<file path="src/rtl/snake_core.sv">
// snake_core: parametrised snake engine for the VGA snake game.
// Keeps the body in a ring buffer and handles move timing, direction
// control, growth, collision detection and a registered pixel-cell query.
// Optional feature: define SNAKE_WRAP_EN to make the head wrap around the
// grid edges instead of dying on them.
module snake_core #(
  parameter int GRID_W      = 40,
  parameter int GRID_H      = 30,
  parameter int MAX_LEN     = 32,
  parameter int INIT_LEN    = 3,
  parameter int TICK_DIV    = 12_500_000,
  parameter int FLASH_STEPS = 8,
  localparam int XW = $clog2(GRID_W),
  localparam int YW = $clog2(GRID_H),
  localparam int LW = $clog2(MAX_LEN + 1)
) (
  input  logic          clk,
  input  logic          reset,
  input  logic          start,
  input  logic          dir_valid,
  input  logic [1:0]    dir_req,
  input  logic          grow,
  input  logic [XW-1:0] qx,
  input  logic [YW-1:0] qy,
  output logic [1:0]    q_seg,
  output logic [XW-1:0] head_x,
  output logic [YW-1:0] head_y,
  output logic [LW-1:0] len,
  output logic [1:0]    state,
  output logic          moved,
  output logic          hit_wall,
  output logic          hit_body,
  output logic          die_flash
);

  localparam int PW = $clog2(MAX_LEN);
  localparam int TW = (TICK_DIV > 1) ? $clog2(TICK_DIV) : 1;
  localparam int FW = $clog2(FLASH_STEPS + 1);

  typedef enum logic [1:0] {
    ST_IDLE = 2'b00,
    ST_RUN  = 2'b01,
    ST_DIE  = 2'b10,
    ST_DEAD = 2'b11
  } state_t;

  // Body ring buffer: segment i lives at index (hp_r - i) mod MAX_LEN.
  logic [MAX_LEN-1:0][XW-1:0] seg_x_r;
  logic [MAX_LEN-1:0][YW-1:0] seg_y_r;
  logic [PW-1:0]              hp_r;
  state_t                     state_r;
  logic [1:0]                 dir_r;
  logic [1:0]                 pend_r;
  logic                       grow_r;
  logic [TW-1:0]              tick_r;
  logic [FW-1:0]              flash_cnt_r;
  logic [XW-1:0]              head_x_r;
  logic [YW-1:0]              head_y_r;
  logic [LW-1:0]              len_r;
  logic                       moved_r;
  logic                       hit_wall_r;
  logic                       hit_body_r;
  logic                       die_flash_r;
  logic [1:0]                 q_seg_r;

  logic          run_s;
  logic          step_s;
  logic          restart_s;
  logic [XW-1:0] nx_s;
  logic [YW-1:0] ny_s;
  logic          edge_s;
  logic          wall_s;
  logic          grow_eff_s;
  logic [LW-1:0] lim_s;
  logic          body_hit_s;
  logic          q_head_s;
  logic          q_body_s;
  logic [1:0]    q_next_s;

  assign run_s     = (state_r == ST_RUN) || (state_r == ST_DIE);
  assign step_s    = run_s && (tick_r == TW'(TICK_DIV - 1));
  assign restart_s = (state_r == ST_DEAD) && start;

  // Next head cell from the pending direction; edge_s flags leaving the grid.
  always_comb begin
    nx_s   = head_x_r;
    ny_s   = head_y_r;
    edge_s = 1'b0;
    case (pend_r)
      2'b00: begin
        if (head_y_r == YW'(0)) begin
          ny_s   = YW'(GRID_H - 1);
          edge_s = 1'b1;
        end else begin
          ny_s = head_y_r - YW'(1);
        end
      end
      2'b01: begin
        if (head_y_r == YW'(GRID_H - 1)) begin
          ny_s   = YW'(0);
          edge_s = 1'b1;
        end else begin
          ny_s = head_y_r + YW'(1);
        end
      end
      2'b10: begin
        if (head_x_r == XW'(0)) begin
          nx_s   = XW'(GRID_W - 1);
          edge_s = 1'b1;
        end else begin
          nx_s = head_x_r - XW'(1);
        end
      end
      default: begin
        if (head_x_r == XW'(GRID_W - 1)) begin
          nx_s   = XW'(0);
          edge_s = 1'b1;
        end else begin
          nx_s = head_x_r + XW'(1);
        end
      end
    endcase
  end

  // Collision: wall (unless wrapping) or any body segment that is still there after the move.
  always_comb begin
`ifdef SNAKE_WRAP_EN
    wall_s = 1'b0;
`else
    wall_s = edge_s;
`endif
    grow_eff_s = grow_r && (len_r < LW'(MAX_LEN));
    // The tail only vacates its cell when the snake is not growing.
    lim_s      = grow_eff_s ? len_r : (len_r - LW'(1));
    body_hit_s = 1'b0;
    for (int i = 1; i < MAX_LEN; i++) begin
      body_hit_s = body_hit_s | ((LW'(i) < lim_s) &&
                                 (seg_x_r[hp_r - PW'(i)] == nx_s) &&
                                 (seg_y_r[hp_r - PW'(i)] == ny_s));
    end
    body_hit_s = body_hit_s & ~wall_s;
  end

  // Pixel query against the live body; head wins, blanked during flash-on.
  always_comb begin
    q_head_s = (head_x_r == qx) && (head_y_r == qy);
    q_body_s = 1'b0;
    for (int i = 1; i < MAX_LEN; i++) begin
      q_body_s = q_body_s | ((LW'(i) < len_r) &&
                             (seg_x_r[hp_r - PW'(i)] == qx) &&
                             (seg_y_r[hp_r - PW'(i)] == qy));
    end
    if ((state_r == ST_DIE) && die_flash_r) begin
      q_next_s = 2'b00;
    end else if (q_head_s) begin
      q_next_s = 2'b01;
    end else if (q_body_s) begin
      q_next_s = 2'b10;
    end else begin
      q_next_s = 2'b00;
    end
  end

  // Game FSM, body buffer and registered outputs; reset and restart share the init path.
  always_ff @(posedge clk) begin
    if (!reset || restart_s) begin
      for (int j = 0; j < MAX_LEN; j++) begin
        if (j < INIT_LEN) begin
          seg_x_r[j] <= XW'(GRID_W / 2 - (INIT_LEN - 1 - j));
        end else begin
          seg_x_r[j] <= XW'(0);
        end
        seg_y_r[j] <= YW'(GRID_H / 2);
      end
      hp_r        <= PW'(INIT_LEN - 1);
      head_x_r    <= XW'(GRID_W / 2);
      head_y_r    <= YW'(GRID_H / 2);
      len_r       <= LW'(INIT_LEN);
      dir_r       <= 2'b11;
      pend_r      <= 2'b11;
      grow_r      <= 1'b0;
      tick_r      <= TW'(0);
      flash_cnt_r <= FW'(0);
      moved_r     <= 1'b0;
      hit_wall_r  <= 1'b0;
      hit_body_r  <= 1'b0;
      die_flash_r <= 1'b0;
      q_seg_r     <= 2'b00;
      state_r     <= reset ? ST_RUN : ST_IDLE;
    end else begin
      moved_r <= 1'b0;
      q_seg_r <= q_next_s;
      if (dir_valid && (dir_req != (dir_r ^ 2'b01))) begin
        pend_r <= dir_req;
      end
      if (grow) begin
        grow_r <= 1'b1;
      end
      if (run_s) begin
        tick_r <= step_s ? TW'(0) : (tick_r + TW'(1));
      end
      case (state_r)
        ST_IDLE: begin
          if (start) begin
            state_r <= ST_RUN;
            tick_r  <= TW'(0);
          end
        end
        ST_RUN: begin
          if (step_s) begin
            dir_r <= pend_r;
            if (wall_s || body_hit_s) begin
              state_r     <= ST_DIE;
              hit_wall_r  <= hit_wall_r | wall_s;
              hit_body_r  <= hit_body_r | body_hit_s;
              grow_r      <= 1'b0;
              flash_cnt_r <= FW'(0);
              die_flash_r <= 1'b0;
            end else begin
              hp_r                    <= hp_r + PW'(1);
              seg_x_r[hp_r + PW'(1)]  <= nx_s;
              seg_y_r[hp_r + PW'(1)]  <= ny_s;
              head_x_r                <= nx_s;
              head_y_r                <= ny_s;
              len_r                   <= grow_eff_s ? (len_r + LW'(1)) : len_r;
              grow_r                  <= grow;
              moved_r                 <= 1'b1;
            end
          end
        end
        ST_DIE: begin
          if (step_s) begin
            if (flash_cnt_r == FW'(FLASH_STEPS - 1)) begin
              state_r     <= ST_DEAD;
              die_flash_r <= 1'b0;
            end else begin
              flash_cnt_r <= flash_cnt_r + FW'(1);
              die_flash_r <= ~die_flash_r;
            end
          end
        end
        ST_DEAD: begin
          state_r <= ST_DEAD;
        end
        default: begin
          state_r <= ST_IDLE;
        end
      endcase
    end
  end

  assign q_seg     = q_seg_r;
  assign head_x    = head_x_r;
  assign head_y    = head_y_r;
  assign len       = len_r;
  assign state     = state_r;
  assign moved     = moved_r;
  assign hit_wall  = hit_wall_r;
  assign hit_body  = hit_body_r;
  assign die_flash = die_flash_r;

endmodule

</file>
<file path="config.mk">
export PLATFORM = sky130hd
export DESIGN_NAME = snake_core
export DESIGN_NICKNAME = d
export VERILOG_FILES = /design/src/rtl/snake_core.sv
export SDC_FILE = /design/constraint.sdc
export NUM_CORES = 2
export LEC_CHECK = 0
export BUFFER_PORTS_ARGS = -buffer_cell sky130_fd_sc_hd__buf_4
export CORE_MARGIN = 2
export CORE_UTILIZATION = 26
export DETAILED_ROUTE_END_ITERATION = 10
export PLACE_DENSITY_LB_ADDON = 0.2
export SKIP_CTS_REPAIR_TIMING = 1
export SLEW_MARGIN = 30
export SYNTH_ARGS = -nofsm -noshare
export SYNTH_HDL_FRONTEND = slang
export SYNTH_SLANG_ARGS = --single-unit
</file>
<file path="constraint.sdc">
create_clock -name clk -period 7.31 [get_ports clk]
set_input_delay 0.731 -clock clk [delete_from_list [all_inputs] [get_ports clk]]
set_output_delay 0.731 -clock clk [all_outputs]
set_load 0.02 [all_outputs]
</file>
==> results.sh <==
export IMPL_status="completed"
export IMPL_grt_overflow=0
export IMPL_maxCapViolations=0
export IMPL_core_area_sq_um=237400
export IMPL_drc_errors=0
export IMPL_synth_area_per_cell_sq_um=9.695
export IMPL_yosysWarnings=0
export IMPL_grt_busiest_layer="met2"
export IMPL_fin_crit_ns=6.873
export IMPL_dr_first_iter_drc_count=8952
export IMPL_initial_core_util_pct=26.11
export IMPL_met3_usage_pct=11.07
export IMPL_place_gp_congestion=1.068
export IMPL_path_cells="inv_8 -> ha_4 -> buf_12 -> mux2i_1 -> mux2i_1 -> o211ai_1 -> buf_4 -> mux2i_1 -> o211ai_1 -> o21ai_0 -> o21ai_0 -> o32ai_1 -> buf_4 -> nor4_1 -> buf_4 -> and4b_1 -> and3_4 -> buf_4 -> and3_4 -> mux2i_1"
export IMPL_first_pass_iters=6
export IMPL_htreeDepth=2
export IMPL_dp_hpwl_um=328700
export IMPL_cp_num_buf_inv=6
export IMPL_fp_dieH_um=492.2
export IMPL_ant_nets=0
export IMPL_slew_headroom_pct=23.64
export IMPL_leakagePower_nw=26.91
export IMPL_vias=61510
export IMPL_maxSlewViolCount=0
export IMPL_worstMarginPinSlew_ns=1.145
export IMPL_cts_sinks=415
export IMPL_p_total_mw=6.398
export IMPL_final_core_util_pct=29.22
export IMPL_syn_nets=6442
export IMPL_critPathCaptureType="flop"
export IMPL_yosysTopAreaCell="mux4_2"
export IMPL_io_pins=43
export IMPL_synthFlopType="dfxtp_1"
export IMPL_rows=179
export IMPL_die_w_um=492.2
export IMPL_grt_start_max_net_pins=121
export IMPL_cts_max_path_buffers=3
export IMPL_yosysSeqAreaShare_pct=13.44
export IMPL_grt_use_met2_pct=46.28
export IMPL_slowest_stage="mux2i_1"
export IMPL_numCtsBuffers=54
export IMPL_grt_pass1_vias=56480
export IMPL_arrival_ns=7.50
export IMPL_finalHoldViolations=0
export IMPL_fin_setup_tns_ns=0
export IMPL_wl_um=413600
export IMPL_grt_usage_pct=32.87
export IMPL_register_area_sq_um=8347
export IMPL_synth_xor_area_share_pct=10.92
export IMPL_synth_seq_cells=415
export IMPL_drive_gt1_share_pct=25.15
export IMPL_max_clock_freq_ghz=0.1455
export IMPL_tritoncts="built"
export IMPL_synth_top_family_by_area="multiplexers"
export IMPL_cts_clk_slew_worst_paths_ns=0.07
export IMPL_multi_input_area_sq_um=50480
export IMPL_stdcell_area_sq_um=69360
export IMPL_power_per_cell_area_nw_per_um2=92.24
export IMPL_cp_top_family="multiplexers"
export IMPL_wl_per_cell_um=43.53
export IMPL_grt_pass1_wl_um=542000
export IMPL_reg2reg_slack_ns=0.44
export IMPL_rsz0062_at_grt="false"
export IMPL_port_buffers=42
export IMPL_synth_compound_area_share_pct=8.731
export IMPL_finalClockSkew_ns=0.05406
export IMPL_ir_drop_v=0.0001747
export IMPL_synthMostInstantiatedCell="mux2i_1"
export IMPL_synth_cell_type_count=110
export IMPL_yosysTopAreaCellShare_pct=26.20
export IMPL_clockRootBuffer="clkbuf_16"
export IMPL_synthCells=6393
export IMPL_synth_fa_ha_area_share_pct=0.6258
export IMPL_via_per_inst=6.474
export IMPL_clock_latency_ns=0.73
export IMPL_hold_path_class="in -> reg"
export IMPL_synthMuxAreaShare_pct=46.74
export IMPL_critPathMaxStageDelay_ns=0.80
export IMPL_synth_common_cells="1,078 x mux2i_1, 721 x mux4_2, 655 x nand2_1"
export IMPL_crit_path_max_fanout=48
export IMPL_setup_viol=0
export IMPL_min_period_over_period_pct=94.03
export IMPL_antenna_found_initial=28
export IMPL_synthSimpleGateAreaFrac_pct=13.35
export IMPL_syn_area_sq_um=61980
export IMPL_crit_type="reg -> reg"
export IMPL_worst_hold_slack_ns=0.2623
export IMPL_async_reset_ff_share_pct=0
export IMPL_synth_edf_count=2
export IMPL_dpl_instance_area_sq_um=67210
export IMPL_grt_use_met1_pct=43.61
export IMPL_fin_nets=6323
export IMPL_areaGrowthSynthToFinish_pct=11.91
export IMPL_die_area_sq_um=242300
export IMPL_synth_area_top_cells="mux4_2 26%, mux2i_1 17%, dfxtp_1 13%"
export IMPL_required_ns=7.94
export IMPL_critPathLaunchType="flop"
export IMPL_fillerInstances=24860
-- registers in the layout (all words and copies together) (netlist names) --
signal / cells
moved: 1
len: 6
die_flash: 1
hit_body: 1
dir_r: 2
flash_cnt_r: 4
seg_y_r: 160
state: 2
pend_r: 2
head_y: 5
hit_wall: 1
seg_x_r: 192
grow_r: 1
q_seg: 2
tick_r: 24
head_x: 6
hp_r: 5
-- cells in the final DEF, fill, tap and decap left out, types with 15 or more instances in the layout --
cell type  count
nor2_1       369
xnor2_1      451
a31oi_1       27
a211o_1       17
nor2b_1       20
or3_1         32
nand3_1      218
buf_12        64
a22oi_1       55
o2111ai_1     21
xor2_1       271
a22o_1        19
nor3_1        71
xnor2_2       15
buf_4        392
inv_1         46
o22ai_1       67
dfxtp_1      408
ha_1          27
o211ai_1      70
a211oi_1      40
mux2i_1     1073
o221ai_1      18
nand4_1      138
nor4_1        81
clkbuf_16     56
diode_2       15
a32oi_1       17
nand2b_1      22
mux2_2       156
mux4_2       721
and2_1        18
o21ai_0      107
a21oi_1      131
and3_1        38
nand2_1      649
-- cells by family (layout without fill, tap and decap cells) --
family	count (synthesis)	count (layout)
AOI/OAI and AO/OA	771	771
DFF	415	415
and+or+nand+nor	1759	1759
adders and majority gates	31	31
xor gates and xnor gates	758	758
other	0	15
buffers and inverters	690	616
muxes	1969	1969
-- layer usage --
layer,vias to the layer above,part of all wire [%],wire length [um]
li1,24240,-,-
met1,31850,40,166000
met2,4516,40,167500
met3,899,12,51300
met4,8,6.9,28730
met5,-,0.013,53
-- power by group --
group | switching [mW] | internal [mW] | total, mW | leakage (nW)
clock | 1.26 | 1.84 | 3.09 | 0.974
sequential | 0.0146 | 2.28 | 2.29 | 3.36
combinational | 0.739 | 0.276 | 1.02 | 22.6
total | 2.01 | 4.39 | 6.40 | 26.9
-- metrics by stage --
step,cells,worst slack [ns]
finish,9501,0.4366
global route,9487,0.2545
CTS,9484,0.6204
detailed placement,9383,0.6864
global placement,9381,0.3632
floorplan,6393,1.244
-- path summary, 6_finish.rpt --
check / startpoint / endpoint / depth (start not counted)
max: hp_r[0] / seg_y_r[52] / 20
min: dir_req[0] / pend_r[0] / 3
max reg2reg: hp_r[0] / seg_y_r[52] / 20
min reg2reg: hit_body / hit_body / 2
-- worst register-to-register path, stage by stage, from the launching register on --
cell and delay (ns):
dfxtp_4 0.66, inv_8 0.20, ha_4 0.55, buf_12 0.35, mux2i_1 0.88, mux2i_1 0.17, o211ai_1 0.23, buf_4 0.24
mux2i_1 0.25, o211ai_1 0.23, o21ai_0 0.10, o21ai_0 0.46, o32ai_1 0.21, buf_4 0.18, nor4_1 0.28, buf_4 0.16
and4b_1 0.24, and3_4 0.43, buf_4 0.27, and3_4 0.40, mux2i_1 0.26
-- area by class of cell --
type                       instances  area share (%)
clock buffer                      69           2.192
tap                             3167           5.713
antenna                           15         0.05412
timing repair buffer             460           6.202
sequential                       415           12.03
clock inverter                    32          0.7198
inverter                          55          0.3085
multi-input combinational       5288           72.78
Power figures use the tool's default switching activity.
